$ cat config.mk
export PLATFORM = sky130hd
export DESIGN_NAME = scsi_sector_mover
export DESIGN_NICKNAME = d
export VERILOG_FILES = /design/src/rtl/scsi_io_pkg.sv /design/src/rtl/scsi_sector_mover.sv
export SDC_FILE = /design/constraint.sdc
export NUM_CORES = 1
export LEC_CHECK = 0
export BUFFER_PORTS_ARGS = -buffer_cell sky130_fd_sc_hd__buf_2
export CORE_ASPECT_RATIO = 1.5
export CORE_MARGIN = 3
export CORE_UTILIZATION = 57
export DETAILED_ROUTE_END_ITERATION = 7
export PLACE_DENSITY_LB_ADDON = 0.12
export SLEW_MARGIN = 20
export SYNTH_ARGS = -nofsm -noshare
export SYNTH_HDL_FRONTEND = slang
export SYNTH_SLANG_ARGS = --single-unit
$ cat constraint.sdc
create_clock -name clk -period 9.2 [get_ports clk]
set_input_delay 0.92 -clock clk [delete_from_list [all_inputs] [get_ports clk]]
set_output_delay 0.92 -clock clk [all_outputs]
set_load 0.005 [all_outputs]
$ cat src/rtl/scsi_io_pkg.sv
`default_nettype none
// ============================================================================
//  Module      : scsi_io_pkg
//  Description : Shared constants for the SCSI sector mover: sector geometry,
//                backend command direction encoding and FSM state codes.
//  Revision    : 1.0  initial release
// ============================================================================
package scsi_io_pkg;

    localparam int SECTOR_BYTES = 512;
    localparam int SECTOR_AW    = $clog2(SECTOR_BYTES);

    localparam logic BLK_DIR_READ  = 1'b0;
    localparam logic BLK_DIR_WRITE = 1'b1;

    // State codes are plain constants so older code that compares raw
    // 3-bit values keeps working.
    localparam logic [2:0] ST_IDLE    = 3'd0;
    localparam logic [2:0] ST_CMD     = 3'd1;
    localparam logic [2:0] ST_RD_XFER = 3'd2;
    localparam logic [2:0] ST_WR_XFER = 3'd3;
    localparam logic [2:0] ST_ERR     = 3'd4;
    localparam logic [2:0] ST_DONE    = 3'd5;

endpackage
`default_nettype wire

$ cat src/rtl/scsi_sector_mover.sv
`default_nettype none
// ============================================================================
//  Module      : scsi_sector_mover
//  Description : Services one-sector read/write requests from the SCSI
//                target io interface, moving SECTOR_BYTES bytes between the
//                target sector buffer (sd_buff_*) and a byte-stream backend.
//                Requests at or beyond the mounted image size are answered
//                locally (zero fill on read, discard on write) and flagged
//                on range_err.
//  Revision    : 1.0  initial release
//
//  Ports
//    clk, reset         clock, asynchronous active-high reset
//    img_mounted/blocks image size strobe and value (sectors)
//    io_lba/rd/wr/ack   request interface from the target
//    sd_buff_*          target sector buffer (din has 1 clk read latency)
//    blk_req/write/lba  backend command, held until blk_gnt
//    rd_data/valid/ready   backend -> buffer byte stream
//    wr_data/valid/ready   buffer -> backend byte stream
//    range_err          sticky out-of-range flag
// ============================================================================
module scsi_sector_mover #(
    parameter int SECTOR_BYTES = 512,
    parameter int LBA_W        = 32
) (
    input  logic                            clk,
    input  logic                            reset,
    input  logic                            img_mounted,
    input  logic [LBA_W-1:0]                img_blocks,
    input  logic [LBA_W-1:0]                io_lba,
    input  logic                            io_rd,
    input  logic                            io_wr,
    output logic                            io_ack,
    output logic [$clog2(SECTOR_BYTES)-1:0] sd_buff_addr,
    output logic [7:0]                      sd_buff_dout,
    output logic                            sd_buff_wr,
    input  logic [7:0]                      sd_buff_din,
    output logic                            blk_req,
    output logic                            blk_write,
    output logic [LBA_W-1:0]                blk_lba,
    input  logic                            blk_gnt,
    input  logic [7:0]                      rd_data,
    input  logic                            rd_valid,
    output logic                            rd_ready,
    output logic [7:0]                      wr_data,
    output logic                            wr_valid,
    input  logic                            wr_ready,
    output logic                            range_err
);
    import scsi_io_pkg::BLK_DIR_READ;
    import scsi_io_pkg::BLK_DIR_WRITE;
    import scsi_io_pkg::ST_IDLE;
    import scsi_io_pkg::ST_CMD;
    import scsi_io_pkg::ST_RD_XFER;
    import scsi_io_pkg::ST_WR_XFER;
    import scsi_io_pkg::ST_ERR;
    import scsi_io_pkg::ST_DONE;

    localparam int            AW     = $clog2(SECTOR_BYTES);
    localparam logic [AW-1:0] C_LAST = AW'(SECTOR_BYTES - 1);

    logic [2:0]       r_state;
    logic [LBA_W-1:0] r_lba;
    logic [LBA_W-1:0] r_img_size;
    logic             r_dir;
    logic [AW-1:0]    r_cnt;          // beats moved (read/write) or zeros written (err)
    logic             r_gap;          // one IDLE cycle after DONE where requests are ignored
    logic             r_din_ok;       // sd_buff_din holds the byte at sd_buff_addr
    logic             r_fetch_done;   // last buffer byte already fetched

    logic w_req;
    logic w_wr_accept;
    logic w_out_free;

    assign w_req       = (io_rd | io_wr) & ~io_ack & ~r_gap;
    assign w_wr_accept = wr_valid & wr_ready;
    assign w_out_free  = ~wr_valid | wr_ready;

    // Command and read-ready are pure decodes of the state, so they vanish
    // together with the state on an asynchronous reset.
    assign rd_ready  = (r_state == ST_RD_XFER);
    assign blk_req   = (r_state == ST_CMD);
    assign blk_write = blk_req & r_dir;
    assign blk_lba   = blk_req ? r_lba : '0;

    always_ff @(posedge clk or posedge reset) begin
        if (reset) begin
            r_state      <= ST_IDLE;
            r_lba        <= '0;
            r_img_size   <= '0;
            r_dir        <= BLK_DIR_READ;
            r_cnt        <= '0;
            r_gap        <= 1'b0;
            r_din_ok     <= 1'b0;
            r_fetch_done <= 1'b0;
            io_ack       <= 1'b0;
            sd_buff_addr <= '0;
            sd_buff_dout <= '0;
            sd_buff_wr   <= 1'b0;
            wr_data      <= '0;
            wr_valid     <= 1'b0;
            range_err    <= 1'b0;
        end else begin
            sd_buff_wr <= 1'b0;

            // A running transfer was range-checked at accept time, so a new
            // size only affects the next request.
            if (img_mounted) begin
                r_img_size <= img_blocks;
            end

            case (r_state)
                ST_IDLE: begin
                    r_gap <= 1'b0;
                    if (w_req) begin
                        r_dir  <= io_rd ? BLK_DIR_READ : BLK_DIR_WRITE;
                        r_lba  <= io_lba;
                        r_cnt  <= '0;
                        io_ack <= 1'b1;
                        if (io_lba >= r_img_size) begin
                            range_err <= 1'b1;
                            r_state   <= ST_ERR;
                        end else begin
                            range_err <= 1'b0;
                            r_state   <= ST_CMD;
                        end
                    end
                end

                ST_CMD: begin
                    if (blk_gnt) begin
                        if (r_dir == BLK_DIR_WRITE) begin
                            r_state      <= ST_WR_XFER;
                            sd_buff_addr <= '0;
                            r_din_ok     <= 1'b0;
                            r_fetch_done <= 1'b0;
                        end else begin
                            r_state <= ST_RD_XFER;
                        end
                    end
                end

                ST_RD_XFER: begin
                    if (rd_valid) begin
                        sd_buff_wr   <= 1'b1;
                        sd_buff_dout <= rd_data;
                        sd_buff_addr <= r_cnt;
                        r_cnt        <= r_cnt + 1'b1;
                        if (r_cnt == C_LAST) begin
                            r_state <= ST_DONE;
                        end
                    end
                end

                ST_WR_XFER: begin
                    // An address held for one cycle yields valid din the next.
                    r_din_ok <= 1'b1;
                    if (w_wr_accept) begin
                        wr_valid <= 1'b0;
                        r_cnt    <= r_cnt + 1'b1;
                        if (r_cnt == C_LAST) begin
                            r_state <= ST_DONE;
                        end
                    end
                    // Load the next byte only when the output slot is free,
                    // then immediately start fetching the one after it.
                    if (w_out_free && r_din_ok && !r_fetch_done) begin
                        wr_data  <= sd_buff_din;
                        wr_valid <= 1'b1;
                        if (sd_buff_addr == C_LAST) begin
                            r_fetch_done <= 1'b1;
                        end else begin
                            sd_buff_addr <= sd_buff_addr + 1'b1;
                            r_din_ok     <= 1'b0;
                        end
                    end
                end

                ST_ERR: begin
                    r_cnt <= r_cnt + 1'b1;
                    if (r_dir == BLK_DIR_READ) begin
                        sd_buff_wr   <= 1'b1;
                        sd_buff_dout <= '0;
                        sd_buff_addr <= r_cnt;
                        if (r_cnt == C_LAST) begin
                            r_state <= ST_DONE;
                        end
                    end else if (r_cnt == AW'(1)) begin
                        // Two ERR cycles keep io_ack high for at least 3 clk.
                        r_state <= ST_DONE;
                    end
                end

                ST_DONE: begin
                    io_ack  <= 1'b0;
                    r_gap   <= 1'b1;
                    r_state <= ST_IDLE;
                end

                default: begin
                    r_state <= ST_IDLE;
                end
            endcase
        end
    end

endmodule
`default_nettype wire

# Word-level counts from Yosys, hierarchy flattened

Cells that the tools add are included.

Word-level logic and storage cells: 108
Register bits after elaboration: 109
Input bits: 88

Reduce and logical (&&, ||, !) cells: 20
Magnitude comparators: 1
Bitwise logic cells: 9
Equal/unequal tests: 18
Muxes and demuxes: 43
Add/subtract/negate cells: 2

Operators with widths:

| kind                  | count |
|---|---|
| $mux W9               | 9 |
| $pmux W9 S4           | 2 |
| $ge A32 B32 Y1        | 1 |
| $mux W32              | 1 |
| $mux W3               | 8 |
| $add A9 B1 Y9 const B | 2 |
| $eq A9 B9 Y1 const B  | 2 |
| $mux W8               | 2 |
| $pmux W8 S2           | 1 |
| $pmux W3 S5           | 1 |
| $mux W1               | 14 |
| $ne A2 B2 Y1 const B  | 7 |
| $pmux W1 S2           | 5 |
| $reduce_and A5 Y1     | 2 |
| $eq A9 B1 Y1 const B  | 1 |
| $reduce_and A2 Y1     | 4 |
| $reduce_bool A2 Y1    | 4 |
| $reduce_bool A4 Y1    | 2 |
| $reduce_and A7 Y1     | 1 |
| $eq A3 B2 Y1 const B  | 2 |
| $eq A3 B3 Y1 const B  | 2 |
| $reduce_and A3 Y1     | 2 |
| $and A1 B1 Y1         | 4 |
| $ne A2 B1 Y1 const B  | 2 |
| other kinds (8)       | 12 |

# Longest topological paths before layout

Depth after elaboration: 6
Depth in mapped cells: 9
Depth with buffers taken out: 9

# Least setup slack after synthesis

No wires, ideal clock.

Kind: input-to-reg
Start point: input port io_lba[15]
End point: register r_state[0]
Setup time: 0.120 ns
Data required time: 9.080 ns
Stages on the path: 6
Setup slack: 6.506 ns
Buffers on the path: 0
Arrival: 2.574 ns
Path through: ha_1 > nand2_2 > nor4_2 > or4b_1 > a311o_1 > a31o_1

Cells in the longest elaborated chain, start to end: 4

RTL lines:

| item                 | RTL line                 | source |
|---|---|---|
| from (decl)          | scsi_sector_mover.sv:30  | `input logic [LBA_W-1:0] io_lba,` |
| $ge A32 B32 Y1       | scsi_sector_mover.sv:120 | `if (io_lba >= r_img_size) begin` |
| $mux W3              | scsi_sector_mover.sv:120 |  |
| $mux W3              | scsi_sector_mover.sv:115 | `if (w_req) begin` |
| $pmux W3 S5          | scsi_sector_mover.sv:112 | `case (r_state)` |
| to (signal assigned) | scsi_sector_mover.sv:122 | `r_state <= ST_ERR;` |
| to (signal assigned) | scsi_sector_mover.sv:125 | `r_state <= ST_CMD;` |
| to (signal assigned) | scsi_sector_mover.sv:133 | `r_state <= ST_WR_XFER;` |
| to (decl)            | scsi_sector_mover.sv:62  | `logic [2:0] r_state;` |

No other way between the ends. The select of a mux whose other input is x is not followed.
A chain may end at the register's enable or synchronous reset.

# Final worst setup path

Start point: register r_state[2]
End point: output port blk_write

Cells in the longest elaborated chain, start to end: 2

RTL lines:

| item                   | RTL line                 | source |
|---|---|---|
| from (signal assigned) | scsi_sector_mover.sv:88  | `r_state <= ST_IDLE;` |
| from (signal assigned) | scsi_sector_mover.sv:122 |  |
| from (signal assigned) | scsi_sector_mover.sv:125 |  |
| $eq A3 B1 Y1           | scsi_sector_mover.sv:82  | `assign blk_req = (r_state == ST_CMD);` |
| $and A1 B1 Y1          | scsi_sector_mover.sv:83  | `assign blk_write = blk_req & r_dir;` |
| to (decl)              | scsi_sector_mover.sv:39  | `output logic blk_write,` |

No other way between the ends.

==> reports/qor.csv <==
metric,value,unit
cts repair resizes,0,
relative slew slack,0.369,
final setup fails,0,
CP peak stage delay,550,ps
R2R Setup Slk,6670,ps
DP HPWL,9910,um
# H-tree levels,3,
die area,0.0112,sq mm
minimum clock period,3000,ps
Hold Path End,r_lba[24],
largest net degree at the start of global routing,83,
Ys Warns,0,
"Clk pin slew, worst setup/hold paths",70,ps
number of global-route vias before repair,4725,
Achievable Freq,334,MHz
Total GRT Usage,0.247,
Post-route DRC,0,
HP Start,r_lba[24],
Post-CTS Hold Buffers,0,
CTS buffer count,9,
Crit path max-delay family,simple AND/OR/NAND/NOR gates,
Max clock buf depth,2,
total power,1.66,mW
Ports,152,
WL final,13500,um
Hold Crit Depth,2,
Vias,4919,
Multi-input gate area,0.00268,sq mm
post-synthesis cell area,0.00566,sq mm
critical path required time,8280,ps
max-slew violation count,0,
max cap viols,0,
share of the synthesized area in the top cell type,0.482,
worst r2r src,r_state[1],
pwr/cell area,244,mW/mm^2
most area-hungry cell type in the Yosys netlist,dfrtp_1,
ys flop type,dfrtp_1,
fin crit share,0.326,
port bufs,151,
Area Overhead vs Synth,19.8,%
Final Cell Area,0.00678,sq mm
startpoint class of the critical path,register,
"Cell Area, Placed",0.00649,sq mm
Starting Density,0.597,
Post-synth EDFFs,0,
Synth Register Bits,109,
worst-path cell with the longest stage delay,nor2_4,
sequential area share after synthesis,0.482,
Crit Path Category,reg -> out,
initial antenna violation count,0,
Slew @ Worst Pin,947,ps
Root Buffer,clkbuf_16,
Reg area,0.00273,sq mm
Mapped Cells,633,
worst clock skew,6.05,ps
RR Endpoint,sd_buff_addr[8],
hold crit path type,reg -> reg,
nets,897,
status,"finished, final reports clean",
clock sink count,109,
setup repair after global routing missed its margin,false,
WP depth,4,
die width,87.3,um
wire per inst,15.2,um
"Max FO, Critical Path",34,
final cell count without fillers,889,
first-pass detailed-route iteration total,5,
DR iter-0 viols,264,
Peak VDD IR,0.202,mV
Critical Path AT,2080,ps
Final TNS setup,0,ps
final hold violation count,0,
fillers,737,
pre-CTS WS,6250,ps
clock latency on the worst-skew pair,350,ps
ANT cells,0,
core box area,0.00947,sq mm
CTS tree,done,
Post-CTS Setup Repair Bufs,0,
routability cong.,0.918,
vias per cell,5.53,
first-pass GRT wire length,22000,um
GRT overflow,0,
"Critical Path, Cell by Cell",nand2b_1 -> nor2_4 -> and2_1 -> buf_2,
Synth cell types,49,
leakage,3.60,nW
syn avg cell area,8.93,sq um
Chip Height,128,um
num rows,43,
ranking of synthesized cells by area,"dfrtp_1 (48%), nand2_1 (10%), ha_1 (8.2%)",
Post-Syn Nets,758,
worst path bufs/invs,1,
fraction of registers with async set/reset,1.00,
final setup margin,6200,ps
dpl cells,873,
Worst R2R Path Depth,5,
Antenna Nets Post-Route,0,
share of layout cells above drive strength 1,0.255,
Critical Path Sink Type,primary output,
==> cells in the mapped netlist, types with 2 or more instances <==
library cell / number
o31ai_1: 15
nor3_1: 5
nand2_1: 157
and2_1: 34
or4_1: 6
a31oi_1: 2
o311ai_0: 2
nand2b_1: 5
or2_1: 2
nor4_2: 2
a21o_1: 3
mux2_2: 12
nand4_1: 5
buf_2: 4
a21oi_1: 38
clkbuf_1: 22
a22o_1: 2
dfrtp_1: 109
ha_1: 37
and3_1: 5
o21ai_0: 62
or2_2: 5
nand3_1: 10
inv_1: 43
nor2_1: 21
a311o_1: 2
==> logic make-up (layout without fill, tap and decap cells) <==
family,Yosys count,in the layout,share of synthesized area
AND/OR/NAND/NOR,267,267,0.221
AO/OA/AOI/OAI,137,137,0.142
flip-flops,109,109,0.482
buffers and inverters,70,214,0.0473
adder cells (fa/ha/maj),37,37,0.0819
multiplexers,13,13,0.0257
==> worst register-to-register path, delay by kind of cell, from the launching register on <==
family	cells	cell delay [ps]
AO/OA/AOI/OAI	1	510
flip-flops	1	640
multiplexers	1	370
AND/OR/NAND/NOR	3	900
==> final cells by class <==
class                           instances  share of cell area
Sequential cell                       109               0.402
Timing Repair Buffer                  155               0.116
Inverter                               43              0.0242
Clock inverter                          5             0.00498
Tap cell                              112              0.0207
Clock buffer                           11              0.0358
Multi-Input combinational cell        454               0.395
==> routing by layer <==
layer,vias up,share of wire,routed length [um],GRT usage
met3,22,0.072,977,0.0431
met5,-,0,0,0
li1,2419,-,-,-
met4,0,0.019,259,0.0849
met2,174,0.52,7020,0.433
met1,2304,0.39,5290,0.302
==> placed cells by master, fill, tap and decap left out, drive strengths merged, types with 3 or more instances in the layout <==
master  instances
or4             6
o31ai          15
nand4           5
nor3            6
o21ai          62
nand2         158
inv            44
nor4            3
or2             7
mux2           12
nand3          11
a21o            3
o311ai          3
dfrtp         109
nand2b          5
nor2           21
and2           34
buf           155
a21oi          38
clkbuf         11
ha             37
and3            5
==> registers in the layout (all words and copies together), names as in the netlist <==
signal        count
r_gap             1
range_err         1
r_fetch_done      1
wr_valid          1
sd_buff_wr        1
r_dir             1
r_cnt             9
r_lba            32
io_ack            1
r_din_ok          1
sd_buff_dout      8
r_img_size       32
sd_buff_addr      9
r_state           3
wr_data           8
==> how the worst max path moves through the flow <==
stage | startpoint | to | slack (ps)
detailed placement | r_state[2] | blk_write | 6250
CTS | r_state[2] | blk_write | 5860
floorplan | reset | io_ack | 5410
global route | r_state[0] | blk_write | 6040
finish | r_state[2] | blk_write | 6200
global placement | io_lba[15] | r_state[0] | 6330
==> power by group <==
part | switching, mW | internal (mW) | total (mW)
Combinational | 0.316 | 0.239 | 0.555
Sequential | 0.111 | 0.626 | 0.737
Clock | 0.172 | 0.191 | 0.364
Total | 0.599 | 1.06 | 1.66
==> metrics by stage <==
step	utilization	hold WS (ps)
detailed placement	0.685	459
CTS	0.714	476
global route	0.716	489
floorplan	-	437
global placement	0.685	450
finish	0.716	476
Note: power is estimated with default switching activity, not from simulation.
